===== src/rtl/boot_seq_ctrl.sv =====
// Boot and run sequencer for the single-cycle MIPS core.
// Loads a length-prefixed byte stream into instruction memory in big-endian order,
// holds the core in reset for a fixed time, lets it run, then stops it and reports why.
//
// state    | meaning
// ---------+--------------------------------------------------------------
// S_LEN_HI | waiting for the high byte of the load length
// S_LEN_LO | waiting for the low byte of the load length
// S_LOAD   | writing stream bytes to consecutive instruction memory addresses
// S_HOLD   | load finished, core still held in reset for HOLD_CYC cycles
// S_RUN    | core running, NOP and cycle counters active
// S_DONE   | core frozen, halted/timed_out report the cause; left only by rst
module boot_seq_ctrl #(
  parameter int ADDR_W    = 10,
  parameter int HOLD_CYC  = 10,
  parameter int NOP_LIMIT = 9,
  parameter int TIMEOUT   = 100
) (
  input  logic              clk,
  input  logic              rst,
  input  logic              in_valid,
  input  logic [7:0]        in_data,
  output logic              in_ready,
  output logic              mem_we,
  output logic [ADDR_W-1:0] mem_addr,
  output logic [7:0]        mem_wdata,
  input  logic [31:0]       inst,
  output logic              core_rst_n,
  output logic              core_en,
  output logic              halted,
  output logic              timed_out,
  output logic              ovf,
  output logic              done
);

  localparam int CYC_W  = $clog2(TIMEOUT + 1);
  localparam int NOP_W  = $clog2(NOP_LIMIT + 1);
  localparam int HOLD_W = $clog2(HOLD_CYC + 1);
  // One extra bit so a full 2^16-byte memory still compares correctly.
  localparam logic [16:0] DEPTH = 17'(1) << ADDR_W;

  typedef enum logic [2:0] {
    S_LEN_HI,
    S_LEN_LO,
    S_LOAD,
    S_HOLD,
    S_RUN,
    S_DONE
  } state_t;

  state_t            state_q, state_d;
  logic [15:0]       len_q, len_d;
  logic [15:0]       byte_cnt_q, byte_cnt_d;
  logic [HOLD_W-1:0] hold_cnt_q, hold_cnt_d;
  logic [CYC_W-1:0]  cyc_cnt_q, cyc_cnt_d;
  logic [NOP_W-1:0]  nop_cnt_q, nop_cnt_d;
  logic              mem_we_q, mem_we_d;
  logic [ADDR_W-1:0] mem_addr_q, mem_addr_d;
  logic [7:0]        mem_wdata_q, mem_wdata_d;
  logic              core_rst_n_q, core_rst_n_d;
  logic              core_en_q, core_en_d;
  logic              halted_q, halted_d;
  logic              timed_out_q, timed_out_d;
  logic              ovf_q, ovf_d;
  logic              done_q, done_d;
  logic              xfer;
  logic [15:0]       len_full;

  // Stream handshake: only the length and load states accept bytes, never during rst.
  always_comb begin
    in_ready = !rst && (state_q == S_LEN_HI || state_q == S_LEN_LO || state_q == S_LOAD);
  end

  // Next-state and next-output computation for the whole sequencer.
  always_comb begin
    state_d      = state_q;
    len_d        = len_q;
    byte_cnt_d   = byte_cnt_q;
    hold_cnt_d   = hold_cnt_q;
    cyc_cnt_d    = cyc_cnt_q;
    nop_cnt_d    = nop_cnt_q;
    mem_we_d     = 1'b0;
    mem_addr_d   = mem_addr_q;
    mem_wdata_d  = mem_wdata_q;
    core_rst_n_d = core_rst_n_q;
    core_en_d    = core_en_q;
    halted_d     = halted_q;
    timed_out_d  = timed_out_q;
    ovf_d        = ovf_q;
    done_d       = done_q;
    xfer         = in_valid && in_ready;
    len_full     = {len_q[15:8], in_data};

    case (state_q)
      S_LEN_HI: begin
        if (xfer) begin
          len_d[15:8] = in_data;
          state_d     = S_LEN_LO;
        end
      end
      S_LEN_LO: begin
        if (xfer) begin
          len_d = len_full;
          if (len_full == 16'd0) begin
            state_d    = S_HOLD;
            hold_cnt_d = HOLD_W'(HOLD_CYC - 1);
          end else begin
            state_d    = S_LOAD;
            byte_cnt_d = 16'd0;
          end
        end
      end
      S_LOAD: begin
        if (xfer) begin
          // Bytes past the end of memory are still consumed so the stream stays in sync.
          if ({1'b0, byte_cnt_q} < DEPTH) begin
            mem_we_d    = 1'b1;
            mem_addr_d  = byte_cnt_q[ADDR_W-1:0];
            mem_wdata_d = in_data;
          end else begin
            ovf_d = 1'b1;
          end
          byte_cnt_d = byte_cnt_q + 16'd1;
          if (byte_cnt_q == len_q - 16'd1) begin
            state_d    = S_HOLD;
            hold_cnt_d = HOLD_W'(HOLD_CYC - 1);
          end
        end
      end
      S_HOLD: begin
        if (hold_cnt_q == '0) begin
          state_d      = S_RUN;
          core_rst_n_d = 1'b1;
          core_en_d    = 1'b1;
        end else begin
          hold_cnt_d = hold_cnt_q - HOLD_W'(1);
        end
      end
      S_RUN: begin
        cyc_cnt_d = cyc_cnt_q + CYC_W'(1);
        nop_cnt_d = nop_cnt_q + NOP_W'(inst == 32'h0);
        // The NOP halt is checked first so it wins when both limits land together.
        if (nop_cnt_d == NOP_W'(NOP_LIMIT)) begin
          state_d   = S_DONE;
          halted_d  = 1'b1;
          core_en_d = 1'b0;
          done_d    = 1'b1;
        end else if (cyc_cnt_d == CYC_W'(TIMEOUT)) begin
          state_d     = S_DONE;
          timed_out_d = 1'b1;
          core_en_d   = 1'b0;
          done_d      = 1'b1;
        end
      end
      S_DONE: begin
        // Core stays out of reset but frozen so its state can be inspected.
      end
      default: state_d = S_LEN_HI;
    endcase
  end

  // State and registered outputs, synchronous reset.
  always_ff @(posedge clk) begin
    if (rst) begin
      state_q      <= S_LEN_HI;
      len_q        <= '0;
      byte_cnt_q   <= '0;
      hold_cnt_q   <= '0;
      cyc_cnt_q    <= '0;
      nop_cnt_q    <= '0;
      mem_we_q     <= 1'b0;
      mem_addr_q   <= '0;
      mem_wdata_q  <= '0;
      core_rst_n_q <= 1'b0;
      core_en_q    <= 1'b0;
      halted_q     <= 1'b0;
      timed_out_q  <= 1'b0;
      ovf_q        <= 1'b0;
      done_q       <= 1'b0;
    end else begin
      state_q      <= state_d;
      len_q        <= len_d;
      byte_cnt_q   <= byte_cnt_d;
      hold_cnt_q   <= hold_cnt_d;
      cyc_cnt_q    <= cyc_cnt_d;
      nop_cnt_q    <= nop_cnt_d;
      mem_we_q     <= mem_we_d;
      mem_addr_q   <= mem_addr_d;
      mem_wdata_q  <= mem_wdata_d;
      core_rst_n_q <= core_rst_n_d;
      core_en_q    <= core_en_d;
      halted_q     <= halted_d;
      timed_out_q  <= timed_out_d;
      ovf_q        <= ovf_d;
      done_q       <= done_d;
    end
  end

  assign mem_we     = mem_we_q;
  assign mem_addr   = mem_addr_q;
  assign mem_wdata  = mem_wdata_q;
  assign core_rst_n = core_rst_n_q;
  assign core_en    = core_en_q;
  assign halted     = halted_q;
  assign timed_out  = timed_out_q;
  assign ovf        = ovf_q;
  assign done       = done_q;

endmodule


===== config.mk =====
export PLATFORM = sky130hd
export DESIGN_NAME = boot_seq_ctrl
export DESIGN_NICKNAME = d
export VERILOG_FILES = /design/src/rtl/boot_seq_ctrl.sv
export SDC_FILE = /design/constraint.sdc
export NUM_CORES = 1
export LEC_CHECK = 0
export ABC_AREA = 0
export CAP_MARGIN = 0
export CORE_MARGIN = 5
export CORE_UTILIZATION = 48
export DETAILED_ROUTE_END_ITERATION = 8
export PLACE_DENSITY = 0.77
export RECOVER_POWER = 25
export SLEW_MARGIN = 20
export SYNTH_ARGS = -nofsm -noshare
export SYNTH_HDL_FRONTEND = slang
export SYNTH_SLANG_ARGS = --single-unit

===== constraint.sdc =====
create_clock -name clk -period 2.9 [get_ports clk]
set_input_delay 0.58 -clock clk [delete_from_list [all_inputs] [get_ports clk]]
set_output_delay 0.58 -clock clk [all_outputs]
set_load 0.01 [all_outputs]

# [After elaboration in Yosys (flattened, before gate mapping)]
# Cells that the tools add are included.
[totals] elab_cells=99 reg_bits=75 mem_bits_rw=0 rom_bits=0 latchBits=0 n_memories=0
[op_classes] multipliers=0 n_reduce_logical=26 n_eq_ne=17 bitwise_logic=6 muxes=28 order_cmp=1 shifts=0 div_mod_pow=0 n_addsub=5
[ops] operator="16-bit two-way mux" count=3
[ops] operator="32-bit logical NOT" count=1
[ops] operator="16-bit one-hot mux with 2 select lines" count=1
[ops] operator="3-bit two-way mux" count=7
[ops] operator="4-bit two-way mux" count=5
[ops] operator="3-bit one-hot mux with 6 select lines" count=1
[ops] operator="16-bit by 1-bit adder with 16-bit output (second input constant)" count=1
[ops] operator="16-bit == test" count=1
[ops] operator="16-bit logical NOT" count=1
[ops] operator="16-bit by 11-bit < comparator with 1-bit output (second input constant)" count=1
[ops] operator="8-bit one-hot mux with 2 select lines" count=1
[ops] operator="16-bit by 1-bit subtractor with 16-bit output (second input constant)" count=1
[ops] operator="3-bit AND reduction" count=5
[ops] operator="2-bit != test (second input constant)" count=6
[ops] operator="4-bit one-hot mux with 3 select lines" count=1
[ops] operator="8-bit two-way mux" count=1
[ops] operator="2-bit AND reduction" count=4
[ops] operator="7-bit by 1-bit adder with 7-bit output (second input constant)" count=1
[ops] operator="7-bit == test (second input constant)" count=1
[ops] operator="1-bit two-way mux" count=7
[ops] operator="7-bit AND reduction" count=1
[ops] operator="3-bit by 2-bit == test with 1-bit output (second input constant)" count=2
[ops] operator="3-bit == test (second input constant)" count=2
[ops] operator="1-bit inverter" count=6
[ops] operator="other kinds (17)" count=22

# [Longest topological paths before layout]
# Gate-level depths: netlist of the first run.
[depth] depth_word=7 ltp_mapped=11

# [Worst setup path after synthesis of the first run]
# Ideal clock, no wire load.
[synth_path] path_type="register to register" startpoint="register len_q[0]" endpoint="register hold_cnt_q[2]" n_path_buf=0 arrival_ns=2.603 setup_slack_ns=0.177 stages_incl_launch_ff=9 setup_time_ns=0.120 required_time_ns=2.780 path_cell_list="dfxtp_1 > inv_1 > ha_1 > nor3b_1 > or3b_2 > a21oi_1 > o221ai_1 > or4_4 > o31a_1"
[synth_via] elab_chain_len=4
[synth_rtl] element="from (decl)" line_no="52" source="logic [15:0] len_q, len_d;"
[synth_rtl] element="from (signal assigned)" line_no="182" source="len_q <= len_d;"
[synth_rtl] element="16-bit by 1-bit subtractor with 16-bit output" line_no="124" source="if (byte_cnt_q == len_q - 16'd1) begin"
[synth_rtl] element="16-bit == test" line_no="124"
[synth_rtl] element="2-bit by 1-bit != test with 1-bit output (no source line)"
[synth_rtl] element="6-bit AND reduction (no source line)"
[synth_rtl] element="to (signal assigned)" line_no="184" source="hold_cnt_q <= hold_cnt_d;"
[synth_rtl] element="to (decl)" line_no="54" source="logic [HOLD_W-1:0] hold_cnt_q, hold_cnt_d;"
# No other way between the ends.
# A chain may end at the register's enable or synchronous reset.

# [Worst setup path in the final report of the first run]
# Same ends and word-level chain as after synthesis.

==> impl_metrics.py, run 1 <==
metrics = {
    "worst_setup_path": {
        "slowest_stage": "nor4_1",
        "worstSetupPathType": "reg -> reg",
        "path_buf_inv": 1,
        "critical_path.max_stage_delay_ns": 0.76,
        "path_cells": "buf_4, nor4_1, a21oi_1, o21ai_0, o221ai_1, or4_4, o31a_1",
        "cp_max_fo": 6,
        "path_delay_family": "simple AND/OR/NAND/NOR gates",
        "r2r_start": "len_q[0]",
        "r2r_slack_ns": 0.15,
        "start_kind": "flip-flop",
        "ff2ff_path_depth": 7,
        "worstPathArrival_ns": 2.99,
        "r2r_end": "hold_cnt_q[2]",
        "worst_setup_path_end_kind": "flip-flop",
        "cp.required_ns": 3.14,
    },
    "yosys": {
        "ys_warn_count": 0,
        "ys_seq_elements": 75,
        "ys_seq_area_share_pct": 38.9,
        "syn_nets": 498,
        "synth_top_flop_cell": "dfxtp_1",
        "synth_top_area_share_pct": 38.9,
        "avgSynthCellArea_um2": 8.61,
        "synthArstFlopShare_pct": 0,
        "synth-edff-count": 0,
        "syn_inst": 448,
        "syn-cell-area_um2": 3860,
        "ys_types": 55,
        "synth_top_cell_by_area": "dfxtp_1",
        "synth_area_leaders": "dfxtp_1 39%, mux2i_1 10%, nor2_1 7.6%",
    },
    "clock_tree": {
        "cts_setup_buffers": 0,
        "root_buffer": "clkbuf_8",
        "clock_sinks": 75,
        "cts_tree": "yes",
        "htreeDepth": 3,
        "ctsHoldBuffers": 0,
        "clk_pin_slew_ns": 0.08,
        "clkLatencyLatePin_ns": 0.35,
        "cts_buffers": 9,
        "cts_buffer_depth": 2,
    },
    "layout": {
        "stdcell_area_um2": 4980,
        "diodes": 0,
        "fin_nets": 578,
        "layout_common_cells": "78 x nor2_1, 75 x dfxtp_1, 60 x clkdlybuf4s50_1",
        "layout-drive-gt1-share_pct": 9.57,
        "final_common_cell": "nor2_1",
        "fillCellCount": 646,
        "stdcell_count": 635,
        "area_growth_pct": 29.1,
    },
    "power": {
        "seq_power_share_pct": 47.4,
        "p_leak_uw": 0.00181,
        "netSwitchingFraction_pct": 25.2,
        "combinationalPowerShare_pct": 12.7,
        "irDropWorstVdd_mv": 0.319,
        "internal_power_uw": 1690,
        "total_power_uw": 2250,
        "switchingPower_uw": 569,
        "clockPowerShare_pct": 39.9,
        "power.density_nw_per_um2": 453,
    },
    "global_route": {
        "antenna_found_initial": 0,
        "grtUsageTotal_pct": 20.9,
        "grt-ovfl-total": 0,
        "grt_pass1_vias": 3512,
        "grt_max_degree": 40,
        "grt_pass1_wl_um": 16900,
    },
    "route": {
        "drc": 0,
        "drt_first_pass_iters": 4,
        "drt-total-wl_um": 9980,
        "vias_per_cell": 5.56,
        "ant_nets": 0,
        "wl_per_cell_um": 15.7,
        "first_iter_violations": 230,
        "vias": 3528,
    },
    "min_path": {
        "hold_end": "done",
        "min_from": "done",
        "holdPathStages": 2,
        "hold_path.class": "reg -> reg",
    },
    "sta": {
        "relSlewSlack_pct": 41.8,
        "hold_viol_final": 0,
        "slew_viol_final": 0,
        "tightest_slew_ns": 0.865,
        "period_minus_slack_ns": 2.75,
        "final-setup-viol-count": 0,
        "skew_ns": 0.0105,
        "fin_crit_sh_pct": 94.9,
        "layout_setup_ws_ns": 0.147,
        "max_freq_ghz": 0.363,
    },
    "floorplan": {
        "dieArea_um2": 9930,
        "die_height_um": 99.6,
        "coreArea_um2": 7770,
        "die_w_um": 99.6,
        "start_util_pct": 49.7,
        "ios": 69,
        "num_rows": 32,
    },
    "run_status": {
        "run_status": "finished clean",
    },
    "placement": {
        "io_buffers": 68,
        "hpwl_um": 7530,
        "placed_cell_area_um2": 4760,
        "dp.cells": 619,
        "globalplace.congestion": 0.892,
        "post-place-ws_ns": -0.0918,
    },
    "run": {
        "cap_violations": 0,
    },
}
[worst max path at each step]
stage                     slack [ns]            end  cells past startpoint  startpoint
after global routing           -0.01  hold_cnt_q[2]                      9    len_q[1]
after floorplan                 0.18  hold_cnt_q[2]                      8    len_q[0]
after global placement         0.009  hold_cnt_q[3]                      8  in_data[2]
final                           0.15  hold_cnt_q[2]                      7    len_q[0]
after CTS                       0.11  hold_cnt_q[2]                      9    len_q[1]
after detailed placement       -0.09  hold_cnt_q[3]                      8  in_data[2]
[metrics by stage]
| step | setup TNS (ns) | hold slack [ns] | utilization [%] |
|---|---|---|---|
| after global routing | -0.0103 | 0.471 | 64.1 |
| final | 0 | 0.449 | 64.1 |
| after detailed placement | -0.0918 | 0.444 | 61.3 |
| after CTS | 0 | 0.457 | 64.2 |
| after global placement | 0 | 0.433 | 61.3 |
| after floorplan | 0 | 0.466 | - |
[layout make-up]
cell class	count	area, um^2	share of cell area (%)
multi-input cells	335	2220	44.5
flip-flops and latches	75	1500	30.2
repair buffers	93	856	17.2
well taps	102	128	2.56
clock buffers	9	124	2.49
clock inverters	7	101	2.04
inverters	14	52.6	1.06
[synth_stat cells (5+ instances only)]
library cell	instances
a211oi_1	8
xnor2_1	28
nand3_1	12
or3_1	6
ha_1	7
mux2i_1	39
a21oi_1	15
dfxtp_1	75
xor2_1	7
inv_1	14
nor3_1	7
nor4_1	14
nand4_1	12
a31oi_1	5
o21ai_0	8
nor2_1	78
a2111oi_0	8
clkbuf_1	20
nand2_1	20
[cell families (layout without fill, tap and decap cells)]
| group | count (synthesis) | after routing | synth area share [%] |
|---|---|---|---|
| AND/OR/NAND/NOR | 181 | 181 | 23.4 |
| flip-flops | 75 | 75 | 38.9 |
| AO/OA/AOI/OAI | 73 | 73 | 13.6 |
| multiplexers | 39 | 39 | 10.1 |
| buffers and inverters | 38 | 123 | 3.76 |
| XOR/XNOR | 35 | 35 | 7.95 |
| adder cells (fa/ha/maj) | 7 | 7 | 2.27 |
[worst reg2reg max path: stages, from the launching register on]
cell      delay [ns]
dfxtp_1         0.32
buf_4           0.15
nor4_1          0.76
a21oi_1         0.17
o21ai_0         0.20
o221ai_1        0.15
or4_4           0.59
o31a_1          0.31
[flip-flops by register name, indices dropped and copies added (netlist names)]
name,flops
byte_cnt_q,16
len_q,16
mem_addr,10
mem_wdata,8
cyc_cnt_q,7
hold_cnt_q,4
nop_cnt_q,4
state_q,3
core_en,1
core_rst_n,1
done,1
halted,1
mem_we,1
ovf,1
timed_out,1
[power by group through the flow]
| stage | logic, uW | registers, uW | clock network (uW) |
|---|---|---|---|
| 2_1_floorplan | 167 | 1080 | 0 |
| 3_3_place_gp | 274 | 1090 | 0 |
| 3_5_place_dp | 282 | 1090 | 0 |
| 4_1_cts | 285 | 1070 | 916 |
| 5_1_grt | 312 | 1070 | 967 |
| 6_report | 287 | 1070 | 899 |
[repair_timing]
item                                    4_1_cts  5_1_grt
resized for setup                             0        1
hold endpoints to repair                      0        0
endpoints found under the setup margin        0        1
[layer usage]
layer | up-vias | part of all wire, % | GRT usage, %
met1 | 1658 | 46 | 27.1
li1 | 1777 | - | -
met5 | - | 0 | 0
met3 | 13 | 3.4 | 4.00
met4 | 0 | 1.4 | 6.51
met2 | 80 | 49 | 35.2
No activity file was read; power rests on OpenSTA's default activity.
==> inputs of run 2 (changes only) <==
==> constraint.sdc (replaced) <==
create_clock -name clk -period 2.9 [get_ports clk]
set_input_delay 0.725 -clock clk [delete_from_list [all_inputs] [get_ports clk]]
set_output_delay 0.725 -clock clk [all_outputs]
set_load 0.01 [all_outputs]
==> run 2 against run 1 <==
Global-route usage decreased by 0.22 points. Critical path depth decreased by 1. Count of clock-buffer cells in the layout up 3. Setup slack worse by 0.012 ns. Clock power is 9.6% higher. Wire length is 1.2% lower. Largest cell class unchanged.
==> impl_metrics.py, run 2 (synthesis results as in run 1) <==
metrics = {
    "worst_setup_path": {
        "worstPathArrival_ns": 3.02,
        "worstSetupPathType": "reg -> reg",
        "ff2ff_path_depth": 6,
        "cp.required_ns": 3.15,
        "worst_setup_path_end_kind": "flip-flop",
        "cp_max_fo": 5,
        "start_kind": "flip-flop",
    },
    "min_path": {
        "holdPathStages": 2,
        "hold_path.class": "reg -> reg",
    },
    "placement": {
        "post-place-ws_ns": -0.189,
        "dp.cells": 623,
        "placed_cell_area_um2": 4790,
        "io_buffers": 68,
        "hpwl_um": 7570,
        "globalplace.congestion": 0.919,
    },
    "clock_tree": {
        "cts_buffer_depth": 2,
        "cts_tree": "yes",
        "clk_pin_slew_ns": 0.08,
        "root_buffer": "clkbuf_8",
        "clock_sinks": 75,
        "clkLatencyLatePin_ns": 0.36,
        "ctsHoldBuffers": 0,
        "htreeDepth": 3,
        "cts_buffers": 9,
    },
    "run_status": {
        "run_status": "finished clean",
    },
    "floorplan": {
        "dieArea_um2": 9930,
        "die_height_um": 99.6,
        "die_w_um": 99.6,
        "coreArea_um2": 7770,
        "start_util_pct": 49.7,
        "num_rows": 32,
        "ios": 69,
    },
    "sta": {
        "relSlewSlack_pct": 42.0,
        "period_minus_slack_ns": 2.76,
        "final-setup-viol-count": 0,
        "fin_crit_sh_pct": 95.3,
        "skew_ns": 0.00810,
        "worst_hold_slack_ns": 0.447,
        "finalSetupTns_ns": 0,
        "layout_setup_ws_ns": 0.135,
        "tightest_slew_ns": 0.869,
        "hold_viol_final": 0,
        "rsz0062_at_grt": "false",
        "max_freq_ghz": 0.362,
        "slew_viol_final": 0,
    },
    "global_route": {
        "grt_pass1_wl_um": 16600,
        "grt_max_degree": 56,
        "antenna_found_initial": 0,
        "grt_pass1_vias": 3441,
        "grt-ovfl-total": 0,
        "grtUsageTotal_pct": 20.7,
    },
    "layout": {
        "seq_area_um2": 1500,
        "final_common_cell": "nor2_1",
        "fillCellCount": 651,
        "stdcell_area_um2": 5030,
        "diodes": 0,
        "layout_common_cells": "78 x nor2_1, 75 x dfxtp_1, 65 x clkdlybuf4s50_1",
        "fin_nets": 582,
        "stdcell_count": 639,
        "multi_input_area_um2": 2230,
        "layout-drive-gt1-share_pct": 9.87,
        "area_growth_pct": 30.5,
    },
    "power": {
        "power.density_nw_per_um2": 465,
        "irDropWorstVdd_mv": 0.295,
        "p_leak_uw": 0.00182,
    },
    "route": {
        "first_iter_violations": 278,
        "wl_per_cell_um": 15.4,
        "drt_first_pass_iters": 4,
        "ant_nets": 0,
        "drc": 0,
        "drt-total-wl_um": 9860,
        "vias_per_cell": 5.53,
        "vias": 3535,
    },
    "run": {
        "cap_violations": 0,
    },
}
## run 2: cell count changes in the layout (fill, tap and decap cells not counted), moves of 2 or more
cell,delta
buf_4,+3
clkbuf_1,+3
clkdlybuf4s50_1,+5
clkinv_4,-2
dlygate4sd3_1,-5
## run 2: path summary, 6_finish.rpt
path	startpoint	slack, ns	to
hold reg to reg	core_rst_n	0.45	core_rst_n
setup reg to reg	len_q[4]	0.14	hold_cnt_q[2]
setup / recovery	len_q[4]	0.14	hold_cnt_q[2]
hold / removal	core_rst_n	0.45	core_rst_n
## run 2: layout make-up
cell class	instances	area share (%)
timing repair buffer	97	17.5
multi-input combinational	335	44.2
sequential	75	29.8
clock inverter	4	1.94
tap	102	2.54
inverter	14	1.04
clock buffer	12	2.88
## run 2: what timing repair did
action                     4_1_cts  5_1_grt
setup endpoints to repair        0        4
gates resized for setup          0        4
setup buffers                    0        0
## run 2: layer usage
| metal | up-vias | part of all wire, % | global-route usage [%] |
|---|---|---|---|
| met1 | 1658 | 45 | 26.8 |
| met4 | 0 | 2.1 | 7.88 |
| met2 | 81 | 48 | 34.0 |
| li1 | 1775 | - | - |
| met5 | - | 0 | 0 |
| met3 | 21 | 4.1 | 4.21 |
## run 2: critical path, stage by stage (launching register included)
cell and delay (ns):
dfxtp_1 0.31, or4_1 0.57, or3_1 0.38, a2111oi_1 0.41, o221ai_1 0.19, or4_4 0.49, o31a_1 0.32
## run 2: power by group
group	leakage (uW)	internal, uW	switching, uW
Clock	0.000117	596	389
Sequential	0.000605	1040	24.2
Combinational	0.00110	155	133
Total	0.00182	1800	547
## run 2: per-stage QoR
step	power, uW	util [%]
floorplan	1250	-
global placement	1370	61.7
detailed placement	1380	61.7
CTS	2360	64.8
global route	2440	64.8
finish	2340	64.8
